File: src/rtl/tlc_lamp_monitor.sv
// ---------------------------------------------------------------------------
// tlc_lamp_monitor
//
// Passive watchdog on the eight lamp outputs of the traffic-light controller.
// It decodes the lamp pattern into a phase, measures how long each phase is
// held (dwell), and checks lamp conflicts, phase order and dwell length.
// Errors are reported as sticky flags plus a code for the first error seen.
// A counter records the number of completed legal cycles (VL -> HG).
//
// All outputs are registered. Inputs sampled at edge N show up after edge N.
//
// Ports:
//   clk, reset            clock, synchronous active-high reset
//   Horizontal_*          horizontal lamps (Green, Yellow, Left, Red)
//   Vertical_*            vertical lamps (Green, Yellow, Left, Red)
//   clr_err               synchronous clear of error flags and first_err
//   phase                 registered decoded phase (also the tracker state)
//   err_conflict          sticky: illegal lamp combination seen
//   err_sequence          sticky: illegal phase transition seen
//   err_dwell             sticky: wrong phase duration seen
//   err_any               OR of the three error flags
//   first_err             00 none, 01 conflict, 10 sequence, 11 dwell
//   cycle_cnt             number of legal VL -> HG transitions (wraps)
// ---------------------------------------------------------------------------
module tlc_lamp_monitor #(
    parameter int GREEN_CYC  = 31,
    parameter int YELLOW_CYC = 6,
    parameter int LEFT_CYC   = 11,
    parameter int DWELL_W    = 8,
    parameter int CYC_W      = 16
) (
    input  logic             clk,
    input  logic             reset,
    input  logic             Horizontal_Green,
    input  logic             Horizontal_Yellow,
    input  logic             Horizontal_Left,
    input  logic             Horizontal_Red,
    input  logic             Vertical_Green,
    input  logic             Vertical_Yellow,
    input  logic             Vertical_Left,
    input  logic             Vertical_Red,
    input  logic             clr_err,
    output logic [2:0]       phase,
    output logic             err_conflict,
    output logic             err_sequence,
    output logic             err_dwell,
    output logic             err_any,
    output logic [1:0]       first_err,
    output logic [CYC_W-1:0] cycle_cnt
);

    typedef enum logic [2:0] {
        PH_DARK    = 3'b000,
        PH_HG      = 3'b001,
        PH_HY      = 3'b010,
        PH_HL      = 3'b011,
        PH_VG      = 3'b100,
        PH_VY      = 3'b101,
        PH_VL      = 3'b110,
        PH_ILLEGAL = 3'b111
    } phase_e;

    // Registered phase doubles as "prev": it only ever changes to cur, so the
    // previously held phase and the reported phase are the same value.
    phase_e             cur;
    phase_e             phase_q, phase_d;
    logic [DWELL_W-1:0] dwell_q, dwell_d;
    logic               dwell_valid_q, dwell_valid_d;
    logic               err_conflict_q, err_conflict_d;
    logic               err_sequence_q, err_sequence_d;
    logic               err_dwell_q, err_dwell_d;
    logic [1:0]         first_err_q, first_err_d;
    logic [CYC_W-1:0]   cycle_cnt_q, cycle_cnt_d;

    logic               ev_conflict;
    logic               ev_sequence;
    logic               ev_dwell;
    logic               legal_step;

    function automatic logic is_lamp(input phase_e p);
        return (p != PH_DARK) && (p != PH_ILLEGAL);
    endfunction

    function automatic phase_e successor(input phase_e p);
        phase_e s;
        case (p)
            PH_HG:   s = PH_HY;
            PH_HY:   s = PH_HL;
            PH_HL:   s = PH_VG;
            PH_VG:   s = PH_VY;
            PH_VY:   s = PH_VL;
            PH_VL:   s = PH_HG;
            default: s = PH_ILLEGAL;
        endcase
        return s;
    endfunction

    function automatic logic [DWELL_W-1:0] required_dwell(input phase_e p);
        logic [DWELL_W-1:0] r;
        case (p)
            PH_HG, PH_VG: r = DWELL_W'(GREEN_CYC);
            PH_HY, PH_VY: r = DWELL_W'(YELLOW_CYC);
            PH_HL, PH_VL: r = DWELL_W'(LEFT_CYC);
            default:      r = '0;
        endcase
        return r;
    endfunction

    // Lamp pattern decode, bit order {HG,HY,HL,HR,VG,VY,VL,VR}.
    always_comb begin
        cur = PH_ILLEGAL;
        case ({Horizontal_Green, Horizontal_Yellow, Horizontal_Left, Horizontal_Red,
               Vertical_Green, Vertical_Yellow, Vertical_Left, Vertical_Red})
            8'b0000_0000: cur = PH_DARK;
            8'b1000_0001: cur = PH_HG;
            8'b0100_0001: cur = PH_HY;
            8'b0010_0001: cur = PH_HL;
            8'b0001_1000: cur = PH_VG;
            8'b0001_0100: cur = PH_VY;
            8'b0001_0010: cur = PH_VL;
            default:      cur = PH_ILLEGAL;
        endcase
    end

    always_comb begin
        phase_d        = cur;
        dwell_d        = dwell_q;
        dwell_valid_d  = dwell_valid_q;
        cycle_cnt_d    = cycle_cnt_q;
        err_conflict_d = err_conflict_q;
        err_sequence_d = err_sequence_q;
        err_dwell_d    = err_dwell_q;
        first_err_d    = first_err_q;
        ev_conflict    = (cur == PH_ILLEGAL);
        ev_sequence    = 1'b0;
        ev_dwell       = 1'b0;
        legal_step     = 1'b0;

        if (cur == phase_q) begin
            // Saturate so a very long hold cannot wrap back to a legal value.
            if (dwell_q != '1) begin
                dwell_d = dwell_q + DWELL_W'(1);
            end
        end else begin
            dwell_d    = DWELL_W'(1);
            legal_step = is_lamp(phase_q) && (cur == successor(phase_q));

            if (is_lamp(phase_q) && is_lamp(cur) && !legal_step) begin
                ev_sequence = 1'b1;
            end
            if (is_lamp(phase_q) && (cur == PH_DARK)) begin
                ev_sequence = 1'b1;
            end
            if ((phase_q == PH_DARK) && is_lamp(cur) && (cur != PH_HG)) begin
                ev_sequence = 1'b1;
            end

            // Only phases entered by a legal step have a trustworthy dwell.
            if (dwell_valid_q && (dwell_q != required_dwell(phase_q))) begin
                ev_dwell = 1'b1;
            end
            dwell_valid_d = legal_step;

            if ((phase_q == PH_VL) && (cur == PH_HG)) begin
                cycle_cnt_d = cycle_cnt_q + CYC_W'(1);
            end
        end

        if (clr_err) begin
            // Clear wins over any error event in the same cycle.
            err_conflict_d = 1'b0;
            err_sequence_d = 1'b0;
            err_dwell_d    = 1'b0;
            first_err_d    = 2'b00;
        end else begin
            err_conflict_d = err_conflict_q | ev_conflict;
            err_sequence_d = err_sequence_q | ev_sequence;
            err_dwell_d    = err_dwell_q | ev_dwell;
            if (first_err_q == 2'b00) begin
                if (ev_conflict) begin
                    first_err_d = 2'b01;
                end else if (ev_sequence) begin
                    first_err_d = 2'b10;
                end else if (ev_dwell) begin
                    first_err_d = 2'b11;
                end
            end
        end
    end

    always_ff @(posedge clk) begin
        if (reset) begin
            phase_q        <= PH_DARK;
            dwell_q        <= '0;
            dwell_valid_q  <= 1'b0;
            err_conflict_q <= 1'b0;
            err_sequence_q <= 1'b0;
            err_dwell_q    <= 1'b0;
            first_err_q    <= 2'b00;
            cycle_cnt_q    <= '0;
        end else begin
            phase_q        <= phase_d;
            dwell_q        <= dwell_d;
            dwell_valid_q  <= dwell_valid_d;
            err_conflict_q <= err_conflict_d;
            err_sequence_q <= err_sequence_d;
            err_dwell_q    <= err_dwell_d;
            first_err_q    <= first_err_d;
            cycle_cnt_q    <= cycle_cnt_d;
        end
    end

    assign phase        = phase_q;
    assign err_conflict = err_conflict_q;
    assign err_sequence = err_sequence_q;
    assign err_dwell    = err_dwell_q;
    assign err_any      = err_conflict_q | err_sequence_q | err_dwell_q;
    assign first_err    = first_err_q;
    assign cycle_cnt    = cycle_cnt_q;

endmodule

File: config.mk
export PLATFORM = sky130hd
export DESIGN_NAME = tlc_lamp_monitor
export DESIGN_NICKNAME = d
export VERILOG_FILES = /design/src/rtl/tlc_lamp_monitor.sv
export SDC_FILE = /design/constraint.sdc
export NUM_CORES = 1
export LEC_CHECK = 0
export CAP_MARGIN = 20
export CORE_MARGIN = 8
export CORE_UTILIZATION = 46
export CTS_CLUSTER_SIZE = 14
export DETAILED_ROUTE_END_ITERATION = 6
export MAX_ROUTING_LAYER = met4
export PLACE_DENSITY = 0.75
export SLEW_MARGIN = 30
export SYNTH_ARGS = -nofsm -noshare
export SYNTH_HDL_FRONTEND = slang
export SYNTH_SLANG_ARGS = --single-unit
File: constraint.sdc
create_clock -name clk -period 2.8 [get_ports clk]
set_clock_uncertainty 0.1 [all_clocks]
set_input_delay 0.56 -clock clk [delete_from_list [all_inputs] [get_ports clk]]
set_output_delay 0.56 -clock clk [all_outputs]
set_load 0.02 [all_outputs]
Yosys cells after proc, flatten, opt, wreduce, memory -nomap -nowiden:

Index checks and enable logic that the tools add are counted.
Widths: inputs -> output; s select.

* $add $sub $neg: 2
* multiply operators: 0
* div/mod/pow operators: 0
* $lt $le $gt $ge: 0
* equality and inequality tests: 22
* shift-type cells: 0
* mux-type cells: 16
* bitwise operators: 6
* reductions and logical operators: 25

Operators with widths (number)
* $eq 8x5->1 const B: 3
* $pmux 3 s7: 1
* $pmux 3 s6: 1
* $add 16x1->16 const B: 1
* $pmux 5 s3: 1
* $eq 3x3->1 const B: 4
* $logic_and 1x1->1: 10
* $reduce_or 2->1: 5
* $reduce_bool 3->1: 3
* $add 8x1->8 const B: 1
* $eq 8x6->1 const B: 1
* $eq 8x7->1 const B: 1
* $eq 8x8->1 const B: 1
* $logic_not 8->1: 1
* $mux 1: 8
* $mux 8: 1
* $ne 8x8->1: 1
* $ne 8x8->1 const B: 1
* $eq 3x1->1 const B: 2
* $eq 3x2->1 const B: 2
* $eq 3x3->1: 2
* $logic_not 3->1: 2
* $mux 2: 3
* $ne 3x3->1 const B: 2
* other kinds (8): 13

* bits in registers: 33
* latch bits: 0
* memory bits (writable): 0
* ROM bits: 0
* logic and storage cells: 80
* memories: 0

Longest topological paths before layout:

Gate-level depths: netlist of run 1.

* depth in word-level cells: 14
* gate-level depth with buffers: 11
* mapped depth without buffers: 9

Least setup slack after synthesis of run 1:

Ideal clock, no wire load.

* path type: input port to flip-flop
* from: input Vertical_Yellow
* to: register first_err_q[0] (netlist: first_err[0])
* setup time: 0.116 ns
* arrival: 2.522 ns
* required time: 2.584 ns
* slack: 0.063 ns
* stages on the path: 10
* buffers on the path: 1
* cell sequence: buf_2 > xor2_1 > o21ai_2 > a211oi_4 > nor2_1 > and4_4 > a311o_1 > a2111oi_2 > a21oi_1 > a31o_1

* longest elaborated chain between the ends: 12
* elaborated cells on any way between the ends: 32

RTL lines
* from (decl): line 39 `input logic Vertical_Yellow,`
* $eq 8x5->1 (tied with other cells): line 112 `case ({Horizontal_Green, Horizontal_Yellow, Horizontal_Left, Horizontal_Red,`
* $pmux 3 s7 *: line 112
* $ne 3x3->1 (tied with other cells): line 81 `return (p != PH_DARK) && (p != PH_ILLEGAL);`
* $logic_and 1x1->1 (on tied branches): line 81, 146
* $logic_and 1x1->1 / $logic_not 1->1 (equally long branches): line 148 `if (is_lamp(phase_q) && is_lamp(cur) && !legal_step) begin`
* $logic_and 1x1->1: line 148
* $mux 1: line 148
* $mux 1: line 151 `if (is_lamp(phase_q) && (cur == PH_DARK)) begin`
* $mux 1: line 154 `if ((phase_q == PH_DARK) && is_lamp(cur) && (cur != PH_HG)) begin`
* $mux 1: line 139 `if (cur == phase_q) begin`
* $reduce_bool 3->1 (no source line) / $mux 2 (equally long branches)
* $reduce_and 2->1 (no source line) / $mux 2 (equally long branches)
* to (signal assigned): line 208 `first_err_q <= first_err_d;`
* to (decl): line 72 `logic [1:0] first_err_q, first_err_d;`

Mark *: on every way between the ends. The rest lies on a longest branch, timed or not.
A chain may end at the register's enable or synchronous reset.

Worst setup path in the final report of run 1:

* from: input Horizontal_Green
* to: register err_sequence_q (netlist: err_sequence)

* longest elaborated chain between the ends: 11
* elaborated cells on any way between the ends: 27

RTL lines
* from (decl): line 34 `input logic Horizontal_Green,`
* $eq 8x5->1 (tied with other cells): line 112
* $pmux 3 s7 *: line 112
* $ne 3x3->1 (tied with other cells): line 81
* $logic_and 1x1->1 (on tied branches): line 81, 146
* $logic_and 1x1->1 / $logic_not 1->1 (equally long branches): line 148
* $logic_and 1x1->1: line 148
* $mux 1: line 148
* $mux 1: line 151
* $mux 1: line 154
* $mux 1 *: line 139
* $or 1x1->1 *: line 177 `err_sequence_d = err_sequence_q | ev_sequence;`
* to (signal assigned): line 206 `err_sequence_q <= err_sequence_d;`
* to (decl): line 70 `logic err_sequence_q, err_sequence_d;`

Marks and branches as above.

==> impl_results.md, run 1 <==
- Status: finished clean
- FF-to-FF path depth: 7
- Avg WL per Cell: 13.2 um
- Final hold vios: 0
- Design area: 2500 um2
- Fillers: 361
- Lkg Pwr: 0.928 nW
- Post-place setup slack: -661 ps
- Crit Reg-Reg Startpoint: phase[2]$_SDFF_PP0_
- Final period utilization: 0.950
- Synth Flop Type: dfxtp_1
- Worst hold path depth: 1
- Avg Cell Area, Syn: 8.36 um2
- CTS sink cnt: 33
- Number of synthesized flops with an enable pin: 0
- Area Overhead vs Synth: 35.8%
- First-pass GRT wire length: 6.96 mm
- Die Span Y: 79.2 um
- Top cells by area, synth: dfxtp_1 36%, xor2_1 8.1%, nor2_1 7.1%, xnor2_1 3.3%, nand4_1 3.1%
- Die ar.: 6280 um2
- Residual DRC: 0
- Worst VDD drop: roughly 0.00035 V
- Synth unique cells: 54
- Setup CP Type: input pin to register
- Syn nets: approximately 230
- Multi-input gate area: 1220 um2
- All-Layer GR Usage: 0.138
- Worst-Margin Slew: 660 ps
- Reg2Reg Setup Slack: 360 ps
- Via total after detailed routing: 1738
- Synth Cell Area: 1840 um2
- Clock share of power: 0.351
- Vias per inst: 5.35
- Io pins: 36
- Hold WC Path Type: register to register
- Largest net degree at the start of global routing: 16
- Internal: 0.712 mW
- Worst-path clk slew: 60 ps
- Placer Congestion: 0.823
- Seq/Total Area, Yosys: 0.359
- DIE WIDTH: 79.2 um
- Gate power share: 0.137
- FF/Latch Area: approximately 660 um2
- Critical path capture point type: register
- Hold wc startpoint: err_dwell$_SDFF_PP0_
- Slew margin rel.: 0.560
- Power Density: 384 nW/um2
- Total Power: about 0.96 mW
- Critical path arrival: 2740 ps
- Grt ovf: 0
- Max Cap Viol: 0
- PortBufs: 35
- Yosys top cell by area: dfxtp_1
- Reg power frac: 0.512
- Routed Antenna Nets: 0
- Synth Register Bits: 33
- Cell Count, Final, Fillers Out: approximately 330
- Slew Limit Fails: 0
- Worst setup margin: 141 ps
- TritonRoute pass-1 iters: 4
- Top cells by count, synth: 35 x nor2_1, 33 x dfxtp_1, 17 x xor2_1, 14 x nand2_1
- Type of origin of the critical path: input pin
- Num CTS Buffers: 5
- Unrepaired setup endpoints after global routing: no
- Crit path max fanout: 5
- Initial antenna violation count: 0
- Yosys warning count: 0
- Placed insts: 315
- Top-count cell post-synth: nor2_1
- Post-synth top area share: 0.359
- Fraction of layout cells with a size suffix above 1: 0.207
- Nets: 287
- Clock Tree Buf Depth: 2
- WP data required: 2880 ps
- Hold path endpoint: err_dwell$_SDFF_PP0_
- Rows: 23
- N_diodes: 0
- Clk_lat worst skew: 280 ps
- Final hold slack: 387 ps
- Placed instance area: around 2400 um2
- Setup violators final: 0
- CTS tree: yes
- Sw Pwr: 0.248 mW
- CTS root buffer: clkbuf_8
- Initial drt markers: between 40 and 50
- Post-synth ARST share: 0
- Reg2reg end: err_sequence$_SDFF_PP0_
- Fmax: 376 MHz
- Min Tclk post-route: 2660 ps
- Initial Util: 0.470
- DP Wirelength: 3.21 mm
- Core area: 3910 um2
- Syn Inst Count: 220
- Final wirelength: around 4.3 mm
- H-tree Lvls: 2
- Sw Ratio: 0.258
- Vias in the first global route: 1544
## sequential cells by signal (all words and copies together) (netlist names)
register,flops
cycle_cnt,16
dwell_q,8
phase,3
first_err,2
dwell_valid_q,1
err_conflict,1
err_dwell,1
err_sequence,1
## layer usage
layer / up-vias / global-route usage / wire length [um]
met5: - / - / 0
met4: 0 / 0.0389 / 16
met3: 2 / 0.0339 / 132
met2: 34 / 0.214 / 2000
met1: 799 / 0.173 / 2140
li1: 903 / - / -
## worst max path at each step
stage	startpoint	end	slack (ps)	depth (start not counted)
final	Horizontal_Green	err_sequence$_SDFF_PP0_	140	10
after global routing	Horizontal_Green	err_sequence$_SDFF_PP0_	8	10
after CTS	Vertical_Left	err_sequence$_SDFF_PP0_	30	11
after detailed placement	Horizontal_Left	first_err[1]$_SDFFE_PP0P_	-660	11
after global placement	Horizontal_Left	first_err[1]$_SDFFE_PP0P_	-620	11
after floorplan	Vertical_Yellow	first_err[0]$_SDFFE_PP0P_	60	10
## per-stage QoR
stage / util / setup TNS [ps]
after detailed placement: 0.602 / -8580
after global routing: 0.638 / 0
after global placement: 0.602 / -7800
after floorplan: - / 0
after CTS: 0.634 / 0
final: 0.638 / 0
## cell type report
type,instances,area share
Timing Repair Buffer,56,0.187
Clock buffer,6,0.0291
Sequential cell,33,0.265
Tap cell,50,0.0251
Inverter,1,0.00150
Multi-Input combinational cell,177,0.488
Clock inverter,2,0.00401
## timing repair
item                       in CTS  in global routing
setup endpoints to repair      17                 11
gates resized for setup        15                 23
hold buffers                    0                  0
hold endpoints to repair        0                  0
buffers inserted                1                  1
pin swaps                       3                  8
## cells in the final DEF (no fill, tap or decap), drive strengths merged, types with 2 or more instances in the layout
master / count
a311oi: 2
nor3: 6
o21a: 3
a21oi: 11
nor4: 3
nand4: 9
nand2: 14
nand3: 8
nor2b: 2
buf: 21
clkbuf: 14
nor3b: 2
nor2: 35
clkdlybuf4s50: 27
dfxtp: 33
or3: 7
clkinv: 2
or2: 2
mux2i: 2
nor4bb: 2
xor2: 17
o41ai: 2
xnor2: 7
ha: 2
and3: 7
o21ai: 13
## worst max-delay path, stage by stage
cell and delay [ps]:
clkbuf_2 150, nor4_4 340, o2111a_1 280, o21ba_1 170, xnor2_1 150, o31ai_1 90
a311o_1 360, a2111oi_4 290, a21oi_2 80, o41ai_2 280
## power groups by stage
stage / clock [mW] / sequential, mW / combinational [mW]
after floorplan: 0 / 0.500 / 0.0679
after global placement: 0 / 0.501 / 0.123
after detailed placement: 0 / 0.501 / 0.125
after CTS: 0.350 / 0.491 / 0.128
after global routing: 0.369 / 0.493 / 0.142
final: 0.337 / 0.492 / 0.131
## kinds of logic after synthesis
logic type / after synthesis / share of synthesized area
flip-flops: 33 / 0.359
multiplexers: 2 / 0.0109
buffers and inverters: 10 / 0.0238
AO/OA/AOI/OAI: 44 / 0.176
XOR/XNOR: 24 / 0.114
AND/OR/NAND/NOR: 105 / 0.302
adder cells (fa/ha/maj): 2 / 0.0136
No activity file was read; power rests on OpenSTA's default activity.
==> run 2: changes to the inputs <==
--- a/config.mk
+++ b/config.mk
@@ -5,13 +5,13 @@
 export SDC_FILE = /design/constraint.sdc
 export NUM_CORES = 1
 export LEC_CHECK = 0
-export CAP_MARGIN = 20
 export CORE_MARGIN = 8
-export CORE_UTILIZATION = 46
+export CORE_UTILIZATION = 56
 export CTS_CLUSTER_SIZE = 14
 export DETAILED_ROUTE_END_ITERATION = 6
+export DONT_BUFFER_PORTS = 1
 export MAX_ROUTING_LAYER = met4
-export PLACE_DENSITY = 0.75
+export PLACE_DENSITY = 0.74
 export SLEW_MARGIN = 30
 export SYNTH_ARGS = -nofsm -noshare
 export SYNTH_HDL_FRONTEND = slang
==> impl_results.md, run 2 (synthesis results as in run 1) <==
- Crit path launch: Vertical_Red
- Hold wc startpoint: reset
- Max reg flops: 16
- WP data required: 2940 ps
- Final hold vios: 0
- DP Wirelength: 3.12 mm
- Slew Limit Fails: 0
- Grt ovf: 0
- Sw Ratio: 0.227
- Final Util: 0.626
- Critical path capture point type: register
- CTS sink cnt: 33
- Setup violators final: 0
- Power Density: 464 nW/um2
- Via total after detailed routing: 1678
- Placed insts: 267
- Worst-Margin Slew: 518 ps
- Reg2Reg Setup Slack: 430 ps
- Min Tclk post-route: 2520 ps
- Initial drt markers: 118
- N_diodes: 0
- Sw Pwr: 0.213 mW
- Most common cell after layout, fill and taps aside: nor2_1
- Avg WL per Cell: 15.6 um
- Area Overhead vs Synth: 10.0%
- Clk_lat worst skew: roughly 320 ps
- Final period utilization: 0.899
- Worst setup margin: 282 ps
- Setup TNS: 0 ps
- Post-place setup slack: -53.5 ps
- Fraction of layout cells with a size suffix above 1: 0.127
- Design area: just over 2000 um2
- Max Cap Viol: 0
- Gate power share: 0.082
- Critical path arrival: 2650 ps
- Lkg Pwr: around 0.73 nW
- CTS tree: yes
- Type of origin of the critical path: input pin
- Largest net degree at the start of global routing: 26
- Crit Reg-Reg Startpoint: phase[1]$_SDFF_PP0_
- Reg power frac: 0.526
- Initial antenna violation count: 0
- Fillers: 284
- Nets: 241
- Cts hold-fix bufs: 0
- Initial Util: 0.569
- First-pass GRT wire length: ~7.5 mm
- Internal: 0.726 mW
- Final wirelength: about 4.3 mm
- Status: finished clean
- Crit path max fanout: 7
- Reg2reg end: cycle_cnt[15]$_SDFFE_PP0P_
- Vias in the first global route: 1661
- Die ar.: 5370 um2
- Io pins: 36
- Die Span Y: between 70 and 80 um
- H-tree Lvls: 2
- Cell Count, Final, Fillers Out: 275
- Clock Tree Buf Depth: 2
- TritonRoute pass-1 iters: 4
- Rows: 21
- Setup CP Type: input pin to register
- Placer Congestion: between 0.8 and 0.9
- Fmax: 397 MHz
- PostCTS Resize Cnt: 0
- Unrepaired setup endpoints after global routing: no
- Total Power: 0.939 mW
- CTS root buffer: clkbuf_4
- Slew margin rel.: 0.654
- Postcts setup bufs: 0
- Routed Antenna Nets: 0
- Worst-path clk slew: 100 ps
- Residual DRC: 0
- Placed instance area: slightly below 2000 um2
- Hold path endpoint: cycle_cnt[6]$_SDFFE_PP0P_
- DIE WIDTH: 73.3 um
- FF-to-FF path depth: 6
- Final hold slack: around 190 ps
- PortBufs: 0
- Num CTS Buffers: 5
- Core area: 3230 um2
- Worst hold path depth: 1
- All-Layer GR Usage: 0.177
- Most frequent cells in the layout: 35 x nor2_1, 33 x dfxtp_1, 17 x xor2_1, 14 x nand2_1
- Hold WC Path Type: input pin to register
- Worst VDD drop: a little over 0.0004 V
- Clock share of power: 0.392
- Vias per inst: 6.10
## run 2: worst max-delay path, cell delays in order
cell       delay [ps]
nor4_2            320
and2b_2           240
a21o_1            240
xnor2_1            90
and4_4            200
a311o_1           300
a2111oi_2         340
a21oi_1           130
o41ai_2           230
## run 2: area by class of cell
class                      count  area, um2  area share
sequential                    33        661       0.327
timing repair buffer          10       75.1      0.0371
multi-input combinational    177       1140       0.564
clock inverter                 1       30.0      0.0148
tap                           46       57.6      0.0284
inverter                       1       3.75     0.00186
clock buffer                   7       55.1      0.0272
## run 2: worst max-delay path by stage
stage          slack (ps)  cells past startpoint                   endpoint
2_1_floorplan          60                     10  first_err[0]$_SDFFE_PP0P_
3_3_place_gp          -30                     10  first_err[1]$_SDFFE_PP0P_
3_5_place_dp          -50                      9    err_sequence$_SDFF_PP0_
4_1_cts               260                     10  first_err[1]$_SDFFE_PP0P_
5_1_grt                90                      9    err_sequence$_SDFF_PP0_
6_report              280                      9    err_sequence$_SDFF_PP0_
## run 2: power groups by stage
stage	clock network, mW	registers (mW)	logic [mW]
2_1_floorplan	0	0.500	0.0679
3_3_place_gp	0	0.504	0.0716
3_5_place_dp	0	0.505	0.0743
4_1_cts	0.374	0.494	0.0760
5_1_grt	0.397	0.496	0.0858
6_report	0.369	0.494	0.0769
## run 2: metal layers
metal  track usage  routed length (um)  vias to the layer above
met2         0.301                2170                       39
li1              -                   -                      814
met4        0.0576                  64                        0
met3        0.0546                 244                        8
met1         0.192                1830                      817
met5             -                   0                        -
